`src/rtl/fetch_unit_pkg.sv`:
```
// Shared definitions for the instruction fetch stage: next-PC select
// encoding, fetch state machine states and instruction constants.
package fetch_unit_pkg;

    // Next-PC select; the reserved code behaves as sequential fetch.
    typedef enum logic [1:0] {
        PC_SRC_SEQ    = 2'd0,
        PC_SRC_BRANCH = 2'd1,
        PC_SRC_JALR   = 2'd2,
        PC_SRC_RSVD   = 2'd3
    } pc_src_e;

    // Fetch state machine states.
    typedef enum logic [1:0] {
        ST_BOOT = 2'd0,
        ST_RUN  = 2'd1,
        ST_HALT = 2'd2
    } fetch_state_e;

    // addi x0, x0, 0 -- inserted into decode whenever IF/ID is flushed.
    localparam logic [31:0] NOP_INSTR = 32'h0000_0013;

    // Bytes per instruction word; the sequential PC increment.
    localparam int unsigned INSTR_BYTES = 4;

endpackage

```
`src/rtl/fetch_unit_if_id_reg.sv`:
```
// IF/ID pipeline register. Flush wins over load; with neither asserted
// every output holds its value.
module if_id_reg
    import fetch_unit_pkg::*;
#(
    parameter int ADDRESS_WIDTH = 32,
    parameter int DATA_WIDTH    = 32
) (
    input  logic                     clk,
    input  logic                     rst,
    input  logic                     load,
    input  logic                     flush,
    input  logic [ADDRESS_WIDTH-1:0] pc_in,
    input  logic [ADDRESS_WIDTH-1:0] pc_plus4_in,
    input  logic [DATA_WIDTH-1:0]    instr_in,
    output logic [ADDRESS_WIDTH-1:0] pc_d,
    output logic [ADDRESS_WIDTH-1:0] pc_plus4_d,
    output logic [DATA_WIDTH-1:0]    instr_d,
    output logic                     valid_d
);

    localparam logic [DATA_WIDTH-1:0] NOP_D = DATA_WIDTH'(NOP_INSTR);

    // Decode-stage register: reset/flush to a NOP bubble, load on a fetch.
    always_ff @(posedge clk or posedge rst) begin
        if (rst) begin
            pc_d       <= '0;
            pc_plus4_d <= '0;
            instr_d    <= NOP_D;
            valid_d    <= 1'b0;
        end else if (flush) begin
            instr_d    <= NOP_D;
            valid_d    <= 1'b0;
        end else if (load) begin
            pc_d       <= pc_in;
            pc_plus4_d <= pc_plus4_in;
            instr_d    <= instr_in;
            valid_d    <= 1'b1;
        end else begin
            pc_d       <= pc_d;
            pc_plus4_d <= pc_plus4_d;
            instr_d    <= instr_d;
            valid_d    <= valid_d;
        end
    end

endmodule

```
`src/rtl/fetch_unit.sv`:
```
// Instruction fetch stage: PC register, next-PC selection and the
// BOOT/RUN/HALT control machine, feeding the IF/ID register.
module fetch_unit
    import fetch_unit_pkg::*;
#(
    parameter int                         ADDRESS_WIDTH = 32,
    parameter int                         DATA_WIDTH    = 32,
    parameter logic [ADDRESS_WIDTH-1:0]   RESET_PC      = ADDRESS_WIDTH'(32'h0000_0000)
) (
    input  logic                     clk,
    input  logic                     rst,
    input  logic                     stall,
    input  logic [1:0]               pc_src,
    input  logic [ADDRESS_WIDTH-1:0] target,
    input  logic                     halt_req,
    input  logic [DATA_WIDTH-1:0]    instr_in,
    output logic [ADDRESS_WIDTH-1:0] instr_addr,
    output logic [ADDRESS_WIDTH-1:0] pc_d,
    output logic [ADDRESS_WIDTH-1:0] pc_plus4_d,
    output logic [DATA_WIDTH-1:0]    instr_d,
    output logic                     valid_d,
    output logic                     misalign,
    output logic                     halted
);

    fetch_state_e             state_r;
    logic [ADDRESS_WIDTH-1:0] pc_r;
    logic                     misalign_r;
    logic                     halted_r;

    logic                     redirect_s;
    logic                     jalr_s;
    logic [ADDRESS_WIDTH-1:0] redirect_pc_s;
    logic                     misaligned_s;
    logic                     halt_s;
    logic                     load_s;
    logic                     flush_s;
    logic [ADDRESS_WIDTH-1:0] pc_plus4_s;

    // Next-PC candidates and IF/ID control, decoded from the current state.
    always_comb begin
        jalr_s     = (pc_src == PC_SRC_JALR);
        pc_plus4_s = pc_r + ADDRESS_WIDTH'(INSTR_BYTES);
        if (state_r == ST_RUN) begin
            redirect_s = jalr_s || (pc_src == PC_SRC_BRANCH);
        end else begin
            redirect_s = 1'b0;
        end
        if (jalr_s) begin
            redirect_pc_s = {target[ADDRESS_WIDTH-1:1], 1'b0};
        end else begin
            redirect_pc_s = target;
        end
        misaligned_s = redirect_s && (redirect_pc_s[1:0] != 2'b00);
        halt_s       = (state_r == ST_RUN) && !redirect_s && halt_req;
        load_s       = (state_r == ST_RUN) && !redirect_s && !halt_req && !stall;
        flush_s      = redirect_s || halt_s;
    end

    // Control machine: owns the PC and the sticky misalign/halted flags.
    always_ff @(posedge clk or posedge rst) begin
        if (rst) begin
            state_r    <= ST_BOOT;
            pc_r       <= RESET_PC;
            misalign_r <= 1'b0;
            halted_r   <= 1'b0;
        end else begin
            case (state_r)
                ST_BOOT: begin
                    state_r <= ST_RUN;
                end
                ST_RUN: begin
                    if (redirect_s) begin
                        if (misaligned_s) begin
                            misalign_r <= 1'b1;
                            halted_r   <= 1'b1;
                            state_r    <= ST_HALT;
                        end else begin
                            pc_r <= redirect_pc_s;
                        end
                    end else if (halt_req) begin
                        halted_r <= 1'b1;
                        state_r  <= ST_HALT;
                    end else if (stall) begin
                        pc_r <= pc_r;
                    end else begin
                        pc_r <= pc_plus4_s;
                    end
                end
                ST_HALT: begin
                    state_r <= ST_HALT;
                end
                default: begin
                    // Unreachable encoding: stop fetching rather than guess.
                    halted_r <= 1'b1;
                    state_r  <= ST_HALT;
                end
            endcase
        end
    end

    assign instr_addr = pc_r;
    assign misalign   = misalign_r;
    assign halted     = halted_r;

    if_id_reg #(
        .ADDRESS_WIDTH (ADDRESS_WIDTH),
        .DATA_WIDTH    (DATA_WIDTH)
    ) u_if_id (
        .clk         (clk),
        .rst         (rst),
        .load        (load_s),
        .flush       (flush_s),
        .pc_in       (pc_r),
        .pc_plus4_in (pc_plus4_s),
        .instr_in    (instr_in),
        .pc_d        (pc_d),
        .pc_plus4_d  (pc_plus4_d),
        .instr_d     (instr_d),
        .valid_d     (valid_d)
    );

endmodule

```
`config.mk`:
```
export PLATFORM = sky130hd
export DESIGN_NAME = fetch_unit
export DESIGN_NICKNAME = d
export VERILOG_FILES = /design/src/rtl/fetch_unit_pkg.sv /design/src/rtl/fetch_unit_if_id_reg.sv /design/src/rtl/fetch_unit.sv
export SDC_FILE = /design/constraint.sdc
export NUM_CORES = 1
export LEC_CHECK = 0
export BUFFER_PORTS_ARGS = -buffer_cell sky130_fd_sc_hd__buf_2
export CAP_MARGIN = 20
export CORE_MARGIN = 10
export CORE_UTILIZATION = 35
export DETAILED_ROUTE_END_ITERATION = 12
export GPL_TIMING_DRIVEN = 0
export PLACE_DENSITY_LB_ADDON = 0.12
export SYNTH_ARGS = -nofsm -noshare
export SYNTH_HDL_FRONTEND = slang
export SYNTH_HIERARCHICAL = 1
export SYNTH_SLANG_ARGS = --single-unit
```
`constraint.sdc`:
```
create_clock -name clk -period 6.3 [get_ports clk]
set_clock_uncertainty 0.1 [all_clocks]
set_input_delay 0.63 -clock clk [delete_from_list [all_inputs] [get_ports clk]]
set_output_delay 0.63 -clock clk [all_outputs]
set_load 0.02 [all_outputs]
```
==> Word-level counts from Yosys, hierarchy flattened <==
Cells that the tools add are included.
{ "classes": {"bitwise": 2, "reduce_logical": 19, "addsub": 1, "n_eq_ne": 9, "muxes": 18} }
{ "op_table": {"columns": ["cell", "count"], "rows": [
  ["$mux 32", 6],
  ["$add 32x3->32 const B", 1],
  ["$mux 1", 7],
  ["$mux 2", 3],
  ["$ne 3x3->1 const B", 2],
  ["$reduce_and 3->1", 2],
  ["$logic_and 1x1->1", 5],
  ["$eq 2x1->1 const B", 2],
  ["$eq 2x2->1 const B", 2],
  ["$ne 2x1->1 const B", 2],
  ["$pmux 2 s2", 1],
  ["$reduce_and 2->1", 2],
  ["$reduce_and 4->1", 1],
  ["$reduce_bool 2->1", 2],
  ["$logic_not 1->1", 3],
  ["$logic_not 2->1", 1],
  ["$logic_or 1x1->1", 2],
  ["$ne 2x2->1 const B", 1],
  ["$not 1->1", 2],
  ["$pmux 1 s2", 1],
  ["$reduce_or 2->1", 1]
]} }
{ "word_totals": {"input_bits": 70, "register_bits": 133} }

==> Logic depth before layout (Yosys ltp) <==
Gate-level depths: netlist of run 1.
{ "depth": {"ltp_word": 9, "mapped_depth": 10} }

==> Hierarchy <==
Netlist of run 1, hierarchy kept.
{ "modules_own_cells": {"columns": ["module", "seq_area_each_um2", "n_inst", "cells_each", "area_per_inst_um2"], "rows": [
  ["if_id_reg", 2431.1, 1, 244, 4023.9],
  ["fetch_unit", 900.9, 1, 300, 2553.7]
]} }

==> Worst setup path before layout of run 1 <==
OpenSTA, ideal clock, no wires.
{ "synth_path": {"path_type": "input to register", "from": "input port pc_src[0]", "to": "register u_if_id.pc_d[0]", "path_slack_ps": 3500, "setup_ps": 125, "arrival_ps": 2575, "path_stages": 10, "required_time_ps": 6075, "cell_sequence": "inv_1 > ha_1 > nand4bb_1 > or2b_2 > inv_1 > buf_6 > nor2b_4 > buf_8 > buf_12 > mux2_4"} }
{ "synth_via": {"word_cells_on_any_way": 12, "classes_between": "eq/ne (2); mux (1); bitwise (1); reduce/logical (8)"} }
{ "synth_lines": {"columns": ["element", "line_no", "rtl"], "rows": [
  ["from (decl)", "fetch_unit.sv:13", "input logic [1:0] pc_src,"],
  ["$eq 2x2->1 or $eq 2x1->1 (tied branches)", "fetch_unit.sv:42, fetch_unit.sv:45", null],
  ["$logic_or 1x1->1 (*)", "fetch_unit.sv:45", "redirect_s = jalr_s || (pc_src == PC_SRC_BRANCH);"],
  ["$mux 1 (*)", "fetch_unit.sv:44", "if (state_r == ST_RUN) begin"],
  ["$logic_not 1->1 (*)", "fetch_unit.sv:56", "load_s = (state_r == ST_RUN) && !redirect_s && !halt_req && !stall;"],
  ["$logic_and 1x1->1 (*) (3 in a row)", "fetch_unit.sv:56", null],
  ["via load_s", "fetch_unit.sv:36", "logic load_s;"],
  ["$reduce_and 2->1 (no line) (*)", null, null],
  ["to (signal assigned)", "fetch_unit_if_id_reg.sv:35", "pc_d <= pc_in;"],
  ["to (signal assigned)", "fetch_unit_if_id_reg.sv:40", "pc_d <= pc_d;"],
  ["to (decl)", "fetch_unit_if_id_reg.sv:16", "output logic [ADDRESS_WIDTH-1:0] pc_d,"]
]} }
Mark *: on every way through the listed nets, which the timed path passes. The rest lies on a longest branch.
A chain may end at the register's enable or synchronous reset.

==> Final worst setup path of run 1 <==
{ "layout_path": {"from": "input port pc_src[0]", "to": "register u_if_id.pc_d[7]"} }
Same word-level chain as after synthesis.

==> reports/metrics.cfg, run 1 <==
[timing]
timing.final.crit_share_pct = 48.5
hold_viol = 0
fmax_ghz = 0.327
slew_headroom_pct = 38.1
slew_viol_final = 0
tns_ns = 0
setup_viol = 0
whs_ns = 0.215
final.min_clock_period_ns = 3.06
worst_slew_pin_slew_ns = 0.920
rsz0062_at_grt = no

[clock_tree]
htree_levels = 4
clkTransAtPathRegs_ns = 0.06
numClockSinks = 133
cts_tree = done
ctsResizeCount = 0
cts-root-buf = clkbuf_16
post-cts-setup-buffer-count = 0
clk_latency_ns = 0.42
numCtsBuffers = 17
cts.path.max_buffers = 2
hold_buffers = 0

[logic_synthesis]
synthTopCellsByArea = dfrtp_1 (49%), mux2_4 (14%), mux2i_1 (4.4%)
synthTopCellsByCount = dfrtp_1 (130), mux2_4 (60), nor2_1 (48)
async_flop_share_pct = 100
yosys_warnings = 6
synth_seq_cells = 133
yosysMostFrequentCell = dfrtp_1
syn-mean-instance-area_um2 = 12.1
synthFlopType = dfrtp_1
synth.top_cell.area_share_pct = 49.5
ys_types = 62
ys_seq_area_share_pct = 50.7
post-synth-top-area-cell = dfrtp_1
syn_nets = 616
syn_area_mm2 = 0.00658
syn_inst = 544
synth_edf_count = 0

[die]
die_w_um = 157
pin_count = 201
initial_core_util_pct = 35.4
core_mm2 = 0.0186
die_area_mm2 = 0.0247
num_rows = 50
die_h_um = 157

[placement]
placed_cell_area_mm2 = 0.00790
gp_congestion = 0.803
portBuffers = 200
dp_hpwl_um = 15300

[final_layout]
n_fill_cell = 1758
multi_input_area_mm2 = 0.00289
seq_area_mm2 = 0.00333
diodes = 0
syn_to_final_growth_pct = 29.8
fin_area_mm2 = 0.00854
fin_nets = 836
utilization_pct = 46.0
drive_gt1_share_pct = 43.9

[outcome]
outcome = completed

[setup_path]
startpoint = pc_src[0]
crit_top_cell = inv_1
cp_slowest_cell = or2b_2
crit_type = in2reg
cp_top_family = simple AND/OR/NAND/NOR gates
path_cells = buf_2 > inv_1 > ha_1 > nand4bb_1 > or2b_2 > inv_1 > buf_6 > nor2b_4 > buf_8 > buf_12 > mux2_4
start_kind = input port
crit_buf_inv = 6
crit_path_end = u_if_id/pc_d[7]$_DFFE_PP0P_
r2r-end = u_if_id/pc_plus4_d[30]$_DFFE_PP0P_
cp_num_cells = 11
cp.arrival_ns = 3.25
cp.required_ns = 6.50
critPathMaxFanout = 10
reg2reg_depth = 6
rrSetupSlack_ns = 3.48
rr_startpoint = instr_addr[2]$_DFFE_PP0P_
cp-end-kind = register
slowest_delay_ns = 0.48

[pwr]
ir_drop_mv = 0.197
p_leak_nw = 4.31
p_per_area_mw_per_mm2 = 296

[detailed_routing]
wire_per_inst_um = 20.3
ant_nets = 0
vias_per_cell = 5.06
dr.pass1.iters = 5
drtIter0Drc = 444
drcViolationCount = 0
wirelength_um = 20500
vias = 5117

[global_routing]
grt_max_degree = 53
grt_pass1_wl_um = 31200
antenna_found_initial = 1
grt_overflow = 0
grt_use_total_pct = 16.3
grt_pass1_vias = 5377

[flow_run]
maxCapViolations = 0

[worst_hold_path]
hold_path.class = in2async

==> area by class of cell <==
| class | instances | area share, % |
|---|---|---|
| multi-input combinational | 361 | 33.8 |
| clock inverter | 14 | 2.45 |
| clock buffer | 18 | 5.03 |
| timing repair buffer | 201 | 12.0 |
| sequential | 133 | 39.0 |
| inverter | 11 | 0.513 |
| tap | 234 | 3.43 |
| buffer | 39 | 3.71 |
==> state kept, by name, summed over array words and instances (netlist names) <==
signal	flops
misalign	1
instr_addr	32
u_if_id/pc_d	32
u_if_id/pc_plus4_d	32
halted	1
state_r	2
u_if_id/instr_d	32
u_if_id/valid_d	1
==> worst min path at each step <==
stage,cells past startpoint,start,slack [ns],endpoint
final,2,rst,0.21,u_if_id/instr_d[7]$_DFFE_PP0P_
after global routing,2,rst,0.26,u_if_id/instr_d[6]$_DFFE_PP0P_
after CTS,2,rst,0.23,u_if_id/instr_d[7]$_DFFE_PP0P_
after detailed placement,1,misalign$_DFFE_PP0P_,0.35,misalign$_DFFE_PP0P_
after global placement,1,misalign$_DFFE_PP0P_,0.35,misalign$_DFFE_PP0P_
after floorplan,1,state_r[1]$_DFFE_PP0P_,0.38,state_r[0]$_DFFE_PP0P_
==> cells in the final DEF, fill, tap and decap left out, drive strengths merged, types with 2 or more instances in the layout <==
cell and count:
buf 225, dfrtp 130, mux2 64, nor2 48, clkbuf 33, a21oi 30
mux2i 29, nand2 26, xnor2 24, nand3 17, o21ai 16, o22ai 14
nand4 12, inv 11, clkinv 8, and3 7, a2bb2oi 5, bufinv 5
nor2b 5, or3 5, nor4 5, nor3 4, xor2 4, and4 4
a22oi 4, nor3b 4, nand2b 3, and2 3, a211o 3, dfstp 3
o32a 2, a21o 2, a311oi 2, o211ai 2, a31oi 2, or4 2
o2bb2ai 2, ha 2
==> power by group <==
| group | leakage [nW] | internal [mW] | total (mW) | switching (mW) |
|---|---|---|---|---|
| logic | 2.22 | 0.172 | 0.424 | 0.252 |
| registers | 1.78 | 0.945 | 1.02 | 0.0736 |
| clock network | 0.313 | 0.700 | 1.08 | 0.382 |
| total | 4.31 | 1.82 | 2.52 | 0.707 |
==> cell families after synthesis <==
kind of cell,synth area share (%)
and+or+nand+nor,12.4
DFF,50.7
muxes,18.8
AOI/OAI and AO/OA,8.56
buffers and inverters,5.44
xor gates and xnor gates,3.73
adders and majority gates,0.380
==> routing by layer <==
| metal | GRT usage, % | wire length (um) | vias up |
|---|---|---|---|
| met2 | 25.1 | 9390 | 178 |
| met5 | 0 | 8 | - |
| met3 | 4.89 | 1460 | 20 |
| met1 | 21.6 | 9360 | 2536 |
| met4 | 4.99 | 250 | 2 |
| li1 | - | - | 2381 |
==> stage by stage <==
step	power, mW	setup WS [ns]	cells
6_report	2.52	3.24	1011
3_5_place_dp	1.46	2.83	979
3_3_place_gp	1.45	1.71	978
5_1_grt	2.64	3.16	1011
2_1_floorplan	1.29	3.04	544
4_1_cts	2.56	3.27	1011
==> worst register-to-register path, cell delays in order (launching register included) <==
cell and delay, ns:
dfrtp_1 0.53, ha_1 0.33, nand3_1 0.24, nor4_1 0.76, nand3_1 0.30, xnor2_1 0.20
mux2_4 0.26
Power figures use the tool's default switching activity.
==> run 2: changes to the inputs <==
==> constraint.sdc (replaced) <==
create_clock -name clk -period 2.5 [get_ports clk]
set_clock_uncertainty 0.1 [all_clocks]
set_input_delay 0.25 -clock clk [delete_from_list [all_inputs] [get_ports clk]]
set_output_delay 0.25 -clock clk [all_outputs]
set_load 0.02 [all_outputs]
==> run 2 against run 1 <==
  * Die area unchanged
  * Count of clock-buffer cells in the layout up 5
  * Wire length up 2.7%
  * Sequential cell count unchanged
  * Clock power up 120%
  * Power up 140%
  * Setup slack worse by 3.1 ns
==> reports/metrics.cfg, run 2 (same netlist as run 1, synthesis figures left out) <==
[outcome]
outcome = completed

[clock_tree]
htree_levels = 4
numClockSinks = 133
numCtsBuffers = 17
cts-root-buf = clkbuf_16
cts_tree = done
clk_latency_ns = 0.42
clkTransAtPathRegs_ns = 0.06
cts.path.max_buffers = 2

[final_layout]
utilization_pct = 47.6
syn_to_final_growth_pct = 34.4
n_fill_cell = 1689
drive_gt1_share_pct = 43.7
final_common_cell = buf_2
diodes = 0
final_cell_mix = buf_2 (209), dfrtp_1 (130), mux2_4 (60)
multi_input_area_mm2 = 0.00295
fin_nets = 865
seq_area_mm2 = 0.00333
fin_cells = 1040

[placement]
gp_congestion = 0.812
portBuffers = 200
pre_cts_ws_ns = -0.576
dpl.cell_count = 981
dp_hpwl_um = 15400

[die]
die_h_um = 157
die_w_um = 157
initial_core_util_pct = 35.4
num_rows = 50
die_area_mm2 = 0.0247
pin_count = 201
core_mm2 = 0.0186

[detailed_routing]
drcViolationCount = 0
drtIter0Drc = 310
dr.pass1.iters = 5
wire_per_inst_um = 20.2
ant_nets = 0
vias_per_cell = 5.00
vias = 5202
wirelength_um = 21000

[flow_run]
maxCapViolations = 0

[setup_path]
start_kind = register
cp.required_ns = 2.70
cp-end-kind = register
crit_type = reg2reg
critPathMaxFanout = 10
cp.arrival_ns = 2.56

[worst_hold_path]
hold_path.class = in2reg

[pwr]
p_leak_nw = 4.47
p_per_area_mw_per_mm2 = 691
ir_drop_mv = 0.495

[timing]
tns_ns = 0
rsz0062_at_grt = no
fin_ws_ns = 0.139
fmax_ghz = 0.424
slew_viol_final = 0
final.min_clock_period_ns = 2.36
timing.final.crit_share_pct = 94.4
slew_headroom_pct = 45.3
hold_viol = 0
setup_viol = 0
whs_ns = 0.00340
worst_slew_pin_slew_ns = 0.817

[global_routing]
grt_use_total_pct = 16.9
grt_pass1_vias = 5674
antenna_found_initial = 0
grt_overflow = 0
grt_max_degree = 36
grt_pass1_wl_um = 32300

-- run 2: changes by cell type in the layout (fill, tap and decap cells not counted), sizes merged --
cell         previous run  this run
bufinv                  5         1
dlygate4sd3             0        25
clkinvlp                1         3
inv                    11        10
buf                   225       230
clkinv                  8         6
clkbuf                 33        37
-- run 2: final cells by class --
cell class | instances | area share [%]
Multi-Input combinational cell | 361 | 33.4
Clock buffer | 23 | 5.63
Inverter | 11 | 0.510
Tap cell | 234 | 3.31
Sequential cell | 133 | 37.7
Timing Repair Buffer | 231 | 15.1
Buffer | 38 | 3.54
Clock inverter | 9 | 0.849
-- run 2: where the power goes --
part | total, mW | switching [mW] | internal, mW | leakage, nW
sequential | 2.58 | 0.194 | 2.38 | 1.78
clock | 2.42 | 0.935 | 1.49 | 0.285
combinational | 1.11 | 0.641 | 0.468 | 2.40
-- run 2: final timing paths --
check	from	end	slack [ns]	cells after the start
worst max-delay path	state_r[1]$_DFFE_PP0P_	u_if_id/pc_plus4_d[30]$_DFFE_PP0P_	0.14	8
worst min-delay path	instr_in[29]	u_if_id/instr_d[29]$_DFFE_PP0P_	0.003	3
worst max register to register	state_r[1]$_DFFE_PP0P_	u_if_id/pc_plus4_d[30]$_DFFE_PP0P_	0.14	8
worst min register to register	misalign$_DFFE_PP0P_	misalign$_DFFE_PP0P_	0.37	1
max in group asynchronous	rst	u_if_id/instr_d[4]$_DFFE_PP1P_	1.20	4
min in group asynchronous	rst	instr_addr[1]$_DFFE_PP0P_	0.28	3
-- run 2: layer usage --
metal	wire length [um]	vias up	GRT usage [%]
met5	0	-	0
met4	284	0	5.12
met3	1490	18	5.59
met2	9810	191	26.4
met1	9450	2559	21.9
li1	-	2434	-
-- run 2: worst max-delay path: stages, from the launching register on --
cell       delay (ns)
dfrtp_1          0.42
nand4bb_4        0.28
or2b_4           0.33
inv_2            0.12
buf_6            0.16
nor2b_4          0.16
buf_8            0.19
buf_12           0.18
mux2_4           0.31
-- run 2: metrics by stage --
stage               power [mW]  area (um2)
global placement          3.66        7880
floorplan                 3.24        6580
global route              6.38        8840
finish                    6.11        8840
detailed placement        3.70        7940
CTS                       6.18        8820
-- run 2: repair_timing --
item	4_1_cts	5_1_grt
hold endpoints to repair	64	0
endpoints found under the setup margin	67	65
resized for setup	7	4
hold buffers	25	0
buffers inserted	2	1
pin swaps	1	1
